## src/rtl/mac_post_process_if.sv

```systemverilog
// Output stream of mac_post_process: show-ahead FIFO head with valid/ready handshake.
interface mac_post_process_if #(
  parameter int OUT_BW = 8
);
  logic [OUT_BW-1:0] out_data;
  logic              out_valid;
  logic              out_ready;

  modport master (output out_data, output out_valid, input out_ready);
  modport slave  (input out_data, input out_valid, output out_ready);
endinterface

```

## src/rtl/mac_post_process.sv

```systemverilog
// Bias-add, round/shift requantise, optional ReLU (MAC_POST_RELU_EN) and saturate an
// accumulator result, then buffer it in a show-ahead FIFO with sticky length/overflow flags.
module mac_post_process #(
  parameter int BW         = 16,
  parameter int OUT_BW     = 8,
  parameter int ACC_LAT    = 4,
  parameter int NUM_CYC    = 32,
  parameter int SHIFT      = 4,
  parameter int FIFO_DEPTH = 4
) (
  input  logic                clk,
  input  logic                rst_n,
  input  logic                new_sum,
  input  logic [BW-1:0]       acc_in,
  input  logic [BW-1:0]       bias,
  mac_post_process_if.master  out_if,
  output logic                len_err,
  output logic                ovf_err
);
  localparam int EW = BW + 2;
  localparam int CW = $clog2(NUM_CYC + 2);
  localparam int AW = $clog2(FIFO_DEPTH);
  localparam logic [CW-1:0] CNT_MAX = CW'(NUM_CYC + 1);
  localparam logic [CW-1:0] CNT_EXP = CW'(NUM_CYC);
  localparam logic [CW-1:0] CNT_ONE = CW'(1);
  localparam logic signed [EW-1:0] RND =
      (SHIFT > 0) ? (EW'(1) << ((SHIFT > 0) ? SHIFT - 1 : 0)) : '0;
  localparam logic signed [EW-1:0] SAT_MAX = EW'((2 ** (OUT_BW - 1)) - 1);
  localparam logic signed [EW-1:0] SAT_MIN = ~SAT_MAX;

  typedef enum logic {IDLE, RUN} state_t;

  logic [ACC_LAT-1:0]       dly_reg;
  logic [ACC_LAT:0]         dly_next;
  logic                     cap_strb;
  state_t                   state_reg;
  logic [CW-1:0]            cnt_reg;
  logic signed [EW-1:0]     sum_ext;
  logic signed [EW-1:0]     r_calc;
  logic signed [EW-1:0]     r1_reg;
  logic                     v1_reg;
  logic signed [EW-1:0]     r_act;
  logic [OUT_BW-1:0]        sat_next;
  logic [OUT_BW-1:0]        d2_reg;
  logic                     v2_reg;

  logic [OUT_BW-1:0]        mem [FIFO_DEPTH];
  logic [AW:0]              wr_ptr_reg, rd_ptr_reg;
  logic [AW:0]              wr_ptr_next, rd_ptr_next;
  logic                     full, rd_en, wr_en;
  logic [OUT_BW-1:0]        out_data_reg, out_data_next;
  logic                     out_valid_reg, out_valid_next;

  // Strobe delay line aligns cap_strb with the completed prior sum on acc_in.
  assign dly_next = {dly_reg, new_sum};
  assign cap_strb = dly_reg[ACC_LAT-1];

  always_ff @(posedge clk or negedge rst_n) begin
    if (!rst_n) begin
      dly_reg <= '0;
    end else begin
      dly_reg <= dly_next[ACC_LAT-1:0];
    end
  end

  // Stage 1 arithmetic: two guard bits keep the rounding add from overflowing.
  always_comb begin
    sum_ext = $signed({{2{acc_in[BW-1]}}, acc_in}) + $signed({{2{bias[BW-1]}}, bias}) + RND;
    r_calc  = sum_ext >>> SHIFT;
  end

  always_ff @(posedge clk or negedge rst_n) begin
    if (!rst_n) begin
      state_reg <= IDLE;
      cnt_reg   <= '0;
      v1_reg    <= 1'b0;
      r1_reg    <= '0;
      len_err   <= 1'b0;
    end else begin
      v1_reg <= 1'b0;
      case (state_reg)
        IDLE: begin
          if (cap_strb) begin
            state_reg <= RUN;
            cnt_reg   <= CNT_ONE;
          end
        end
        RUN: begin
          if (cap_strb) begin
            cnt_reg <= CNT_ONE;
            v1_reg  <= 1'b1;
            r1_reg  <= r_calc;
            if (cnt_reg != CNT_EXP) len_err <= 1'b1;
          end else if (cnt_reg != CNT_MAX) begin
            cnt_reg <= cnt_reg + CNT_ONE;
          end
        end
        default: state_reg <= IDLE;
      endcase
    end
  end

  always_comb begin
    r_act = r1_reg;
`ifdef MAC_POST_RELU_EN
    if (r1_reg[EW-1]) r_act = '0;
`endif
    if (r_act > SAT_MAX) begin
      sat_next = SAT_MAX[OUT_BW-1:0];
    end else if (r_act < SAT_MIN) begin
      sat_next = SAT_MIN[OUT_BW-1:0];
    end else begin
      sat_next = r_act[OUT_BW-1:0];
    end
  end

  always_ff @(posedge clk or negedge rst_n) begin
    if (!rst_n) begin
      v2_reg <= 1'b0;
      d2_reg <= '0;
    end else begin
      v2_reg <= v1_reg;
      if (v1_reg) d2_reg <= sat_next;
    end
  end

  // FIFO: a full FIFO still accepts a write when the head is read on the same edge.
  always_comb begin
    full        = (wr_ptr_reg[AW] != rd_ptr_reg[AW]) &&
                  (wr_ptr_reg[AW-1:0] == rd_ptr_reg[AW-1:0]);
    rd_en       = out_valid_reg && out_if.out_ready;
    wr_en       = v2_reg && (!full || rd_en);
    wr_ptr_next = wr_ptr_reg + (AW + 1)'(wr_en);
    rd_ptr_next = rd_ptr_reg + (AW + 1)'(rd_en);
    out_valid_next = (wr_ptr_next != rd_ptr_next);
    out_data_next  = out_data_reg;
    // Registered head: bypass the write data when it lands in the next head slot.
    if (out_valid_next) begin
      if (wr_en && (rd_ptr_next[AW-1:0] == wr_ptr_reg[AW-1:0])) begin
        out_data_next = d2_reg;
      end else begin
        out_data_next = mem[rd_ptr_next[AW-1:0]];
      end
    end
  end

  always_ff @(posedge clk) begin
    if (wr_en) mem[wr_ptr_reg[AW-1:0]] <= d2_reg;
  end

  always_ff @(posedge clk or negedge rst_n) begin
    if (!rst_n) begin
      wr_ptr_reg    <= '0;
      rd_ptr_reg    <= '0;
      out_data_reg  <= '0;
      out_valid_reg <= 1'b0;
      ovf_err       <= 1'b0;
    end else begin
      wr_ptr_reg    <= wr_ptr_next;
      rd_ptr_reg    <= rd_ptr_next;
      out_data_reg  <= out_data_next;
      out_valid_reg <= out_valid_next;
      if (v2_reg && full && !rd_en) ovf_err <= 1'b1;
    end
  end

  assign out_if.out_data  = out_data_reg;
  assign out_if.out_valid = out_valid_reg;
endmodule

```

## src/flat_wrapper.sv

```systemverilog
// flat-port wrapper written by rule: the top's interface ports become plain ports
module mac_post_process_flat 
#(
  parameter int BW         = 16,
  parameter int OUT_BW     = 8,
  parameter int ACC_LAT    = 4,
  parameter int NUM_CYC    = 32,
  parameter int SHIFT      = 4,
  parameter int FIFO_DEPTH = 4
)
  (clk, rst_n, new_sum, acc_in, bias, len_err, ovf_err, out_if_out_data, out_if_out_valid, out_if_out_ready);
  mac_post_process_if #(.OUT_BW(OUT_BW)) out_if_i ();
  input  logic clk;
  input  logic rst_n;
  input  logic new_sum;
  input  logic [BW-1:0] acc_in;
  input  logic [BW-1:0] bias;
  output logic len_err;
  output logic ovf_err;
  output wire logic [$bits(out_if_i.out_data)-1:0] out_if_out_data;
  output wire logic [$bits(out_if_i.out_valid)-1:0] out_if_out_valid;
  input wire logic [$bits(out_if_i.out_ready)-1:0] out_if_out_ready;
  assign out_if_out_data = out_if_i.out_data;
  assign out_if_out_valid = out_if_i.out_valid;
  assign out_if_i.out_ready = out_if_out_ready;
  mac_post_process #(.BW(BW), .OUT_BW(OUT_BW), .ACC_LAT(ACC_LAT), .NUM_CYC(NUM_CYC), .SHIFT(SHIFT), .FIFO_DEPTH(FIFO_DEPTH)) u_core (.clk(clk), .rst_n(rst_n), .new_sum(new_sum), .acc_in(acc_in), .bias(bias), .out_if(out_if_i), .len_err(len_err), .ovf_err(ovf_err));
endmodule
```

## config.mk

```make
export PLATFORM = sky130hd
export DESIGN_NAME = mac_post_process_flat
export DESIGN_NICKNAME = d
export VERILOG_FILES = /design/src/rtl/mac_post_process_if.sv /design/src/rtl/mac_post_process.sv /design/src/flat_wrapper.sv
export SDC_FILE = /design/constraint.sdc
export NUM_CORES = 1
export LEC_CHECK = 0
export ABC_AREA = 1
export BUFFER_PORTS_ARGS = -buffer_cell sky130_fd_sc_hd__clkbuf_2
export CAP_MARGIN = 10
export CORE_AREA = 2 2 77 108
export CTS_CLUSTER_SIZE = 20
export DETAILED_ROUTE_END_ITERATION = 7
export DIE_AREA = 0 0 79 110
export PLACE_DENSITY = 0.88
export SYNTH_ARGS = -nofsm -noshare
export SYNTH_HDL_FRONTEND = slang
export SYNTH_SLANG_ARGS = --single-unit
export TNS_END_PERCENT = 1
```

## constraint.sdc

```tcl
create_clock -name clk -period 6 [get_ports clk]
set_input_delay 0.3 -clock clk [delete_from_list [all_inputs] [get_ports clk]]
set_output_delay 0.3 -clock clk [all_outputs]
set_load 0.01 [all_outputs]
```

==> results_dict.tcl <==
set metrics [dict create \
    ys_seq_area_frac 0.4996 \
    ant_nets 0 \
    critPathKind "flop to flop" \
    boundaryPins 47 \
    worstRegToRegCells 9 \
    postSynthAreaPerCell_sq_um 9.129 \
    cp-start-kind "flop" \
    drv_slew 0 \
    crit_path_end_kind "flop" \
    synth_top_area_frac 0.2874 \
    cts_tree "built" \
    drc 0 \
    total_power_mw 2.188 \
    startpoint "u_core.wr_ptr_reg[1]" \
    fin_skew_ns 0.006557 \
    grt_pass1_vias 3572 \
    synth_commonest_cells "121 x nand2_1, 55 x inv_1, 52 x dfrtp_1" \
    maxSlewHeadroom 0.2829 \
    firstDrtPassIters 4 \
    async_reset_ff_frac 0.6190 \
    cts.sinks 84 \
    wl_microns 9096 \
    yosysMostFrequentCell "nand2_1" \
    status "completed" \
    powerDensity_nw_per_um2 431.4 \
    fill_cells 605 \
    syn_area_sq_um 4528 \
    multi_input_area_sq_um 1944 \
    setup_viol 0 \
    routabilityCongestion 0.9211 \
    synth_nets 569 \
    h-tree-depth 3 \
    clock_path_buffers 2 \
    fin_crit_ns 2.762 \
    drt-wirelength-per-cell_microns 13.93 \
    max_freq_mhz 362.1 \
    synthTopCellsByArea "dfrtp_1 29%, edfxtp_1 21%, ha_1 10%" \
    grt_antenna_before_repair 0 \
    endpoint "u_core.out_if.out_data[3]" \
    use_met1 0.2518 \
    diodes 0 \
    yosysUniqueCellTypes 39 \
    cts-root-buf "clkbuf_8" \
    cp_cell_sequence "xnor2_1 > a31oi_2 > ha_1 > ha_1 > xor2_1 > xnor2_1 > nand3_2 > nand3_1 > o21ai_1" \
    num_rows 38 \
    finalCritPeriodShare 0.4603 \
    ff2ff_setup_slack_ns 3.24 \
    cts-resized-gates 0 \
    vdd_drop_max_mv 0.2050 \
    gr-max-usage-layer "met2" \
    rsz0062_at_grt "no" \
    clk_latency_ns 0.35 \
    syn_inst 496 \
    area_delta_synth_final_pct 11.99 \
    dieArea_sq_um 8690 \
    fp.dieW_microns 79 \
    drt-initial-drc-count 275 \
    cp_max_fo 17 \
    met3_usage 0.04072 \
    die_h_microns 110 \
    hold_viol 0 \
    core_area_sq_um 7702 \
    r2r-start "u_core.wr_ptr_reg[1]" \
    regArea_sq_um 2262 \
    via_count 3598 \
    r2r_end "u_core.out_if.out_data[3]" \
    numPortBuffers 46 \
    worstMarginPinSlew_ns 1.067 \
    synthFlopType "dfrtp_1" \
    leakage_nw 2.494 \
    slowest_stage "a31oi_2" \
    largest_register_ff_count 32 \
    final_nets 621 \
    start_util 0.5879 \
    ctsHoldBuffers 0 \
    hold_path.class "input port to async pin" \
    clk_pin_slew_ns 0.08 \
    hpwl_microns 6994 \
    path_buf_inv 0 \
    finalSetupTns_ns 0 \
    cp.required_ns 6.22 \
    ys_warn_count 0 \
    final_layout_size_suffix_gt1_frac 0.1537 \
    grt_max_degree 53 \
    maxCapViolations 0 \
    post-synth-top-area-cell "dfrtp_1" \
    ys_seq_elements 84 \
    critPathTopFamily "compound AO/OA/AOI/OAI gates" \
    synth_edf_count 32 \
    grt_usage 0.2317 \
    via_per_inst 5.510 \
    cts_setup_buffers 0 \
    grt_pass1_wl_microns 15510 \
    use_met2 0.4328 \
    worstPathArrival_ns 2.99 \
    cp_slowest_stage_delay_ns 0.54 \
    cts_made_buffers 9 \
    cp.depth 9 \
    overflow 0 \
]
per-layer routing:
metal  vias to the layer above  wire (microns)
li1                       1783               -
met3                        22             354
met4                         0             235
met1                      1684            3563
met2                       109            4941
met5                         -               0
report_power, final:
part,internal [mW],switching (mW)
Combinational,0.340,0.570
Clock,0.227,0.188
Sequential,0.765,0.0982
final cells by class:
type                            count  share of cell area
Clock buffer                       12             0.03282
Clock inverter                      4            0.008882
Inverter                           71             0.05280
Multi-Input combinational cell    332              0.3834
Sequential cell                    84              0.4461
Tap cell                          100             0.02467
Timing Repair Buffer               50             0.05132
worst min path at each step:
stage	from	end	slack [ns]	cells after the start
6_report	rst_n	u_core.len_err	0.03	2
5_1_grt	new_sum	u_core.dly_reg[0]	0.03	1
3_3_place_gp	u_core.dly_reg[2]	u_core.dly_reg[3]	0.33	0
4_1_cts	new_sum	u_core.dly_reg[0]	0.03	1
2_1_floorplan	rst_n	u_core.cnt_reg[0]	0.004	0
3_5_place_dp	u_core.dly_reg[2]	u_core.dly_reg[3]	0.34	0
metrics by stage:
stage | instances | setup WS, ns | instance area, sq um | hold WS (ns) | utilization
global placement | 637 | 3.471 | 4860 | 0.3314 | 0.6309
CTS | 653 | 3.264 | 5071 | 0.02942 | 0.6584
floorplan | 496 | 3.755 | 4528 | 0.004409 | -
finish | 653 | 3.238 | 5071 | 0.03469 | 0.6584
global route | 653 | 2.998 | 5071 | 0.02613 | 0.6584
detailed placement | 637 | 3.286 | 4860 | 0.3364 | 0.6309
cell usage in the layout (no fill, tap or decap), types with 2 or more instances in the layout:
master and count:
o21ai_0 7, a21o_1 3, nor4_1 3, xnor2_1 7, nor2_1 15, clkinv_2 4, nand3_1 43, dfrtp_1 52
nor3_1 8, inv_1 55, nand3b_1 3, a21oi_1 20, a31oi_1 5, clkinv_1 3, ha_1 37, clkbuf_2 46
inv_2 12, o21bai_1 3, clkbuf_8 10, xor2_1 5, nand2_1 121, nand3_2 2, a32o_1 8, edfxtp_1 32
nand4_1 3, o21ai_1 28, buf_4 4
worst reg2reg max path: cells and delay by family, from the launching register on:
kind                     cells  cell delay, ns
AO/OA/AOI/OAI                2            0.63
XOR/XNOR                     3            0.58
AND/OR/NAND/NOR              2            0.53
flip-flops                   1            0.47
adder cells (fa/ha/maj)      2            0.43
cells by family (layout without fill, tap and decap cells):
family / count (synthesis) / in the layout / share of synthesized area
AOI/OAI and AO/OA: 80 / 80 / 0.1078
xor gates and xnor gates: 12 / 12 / 0.02321
adders and majority gates: 37 / 37 / 0.1022
buffers and inverters: 80 / 137 / 0.07101
DFF: 84 / 84 / 0.4996
and+or+nand+nor: 203 / 203 / 0.1962
Note: power is estimated with default switching activity, not from simulation.
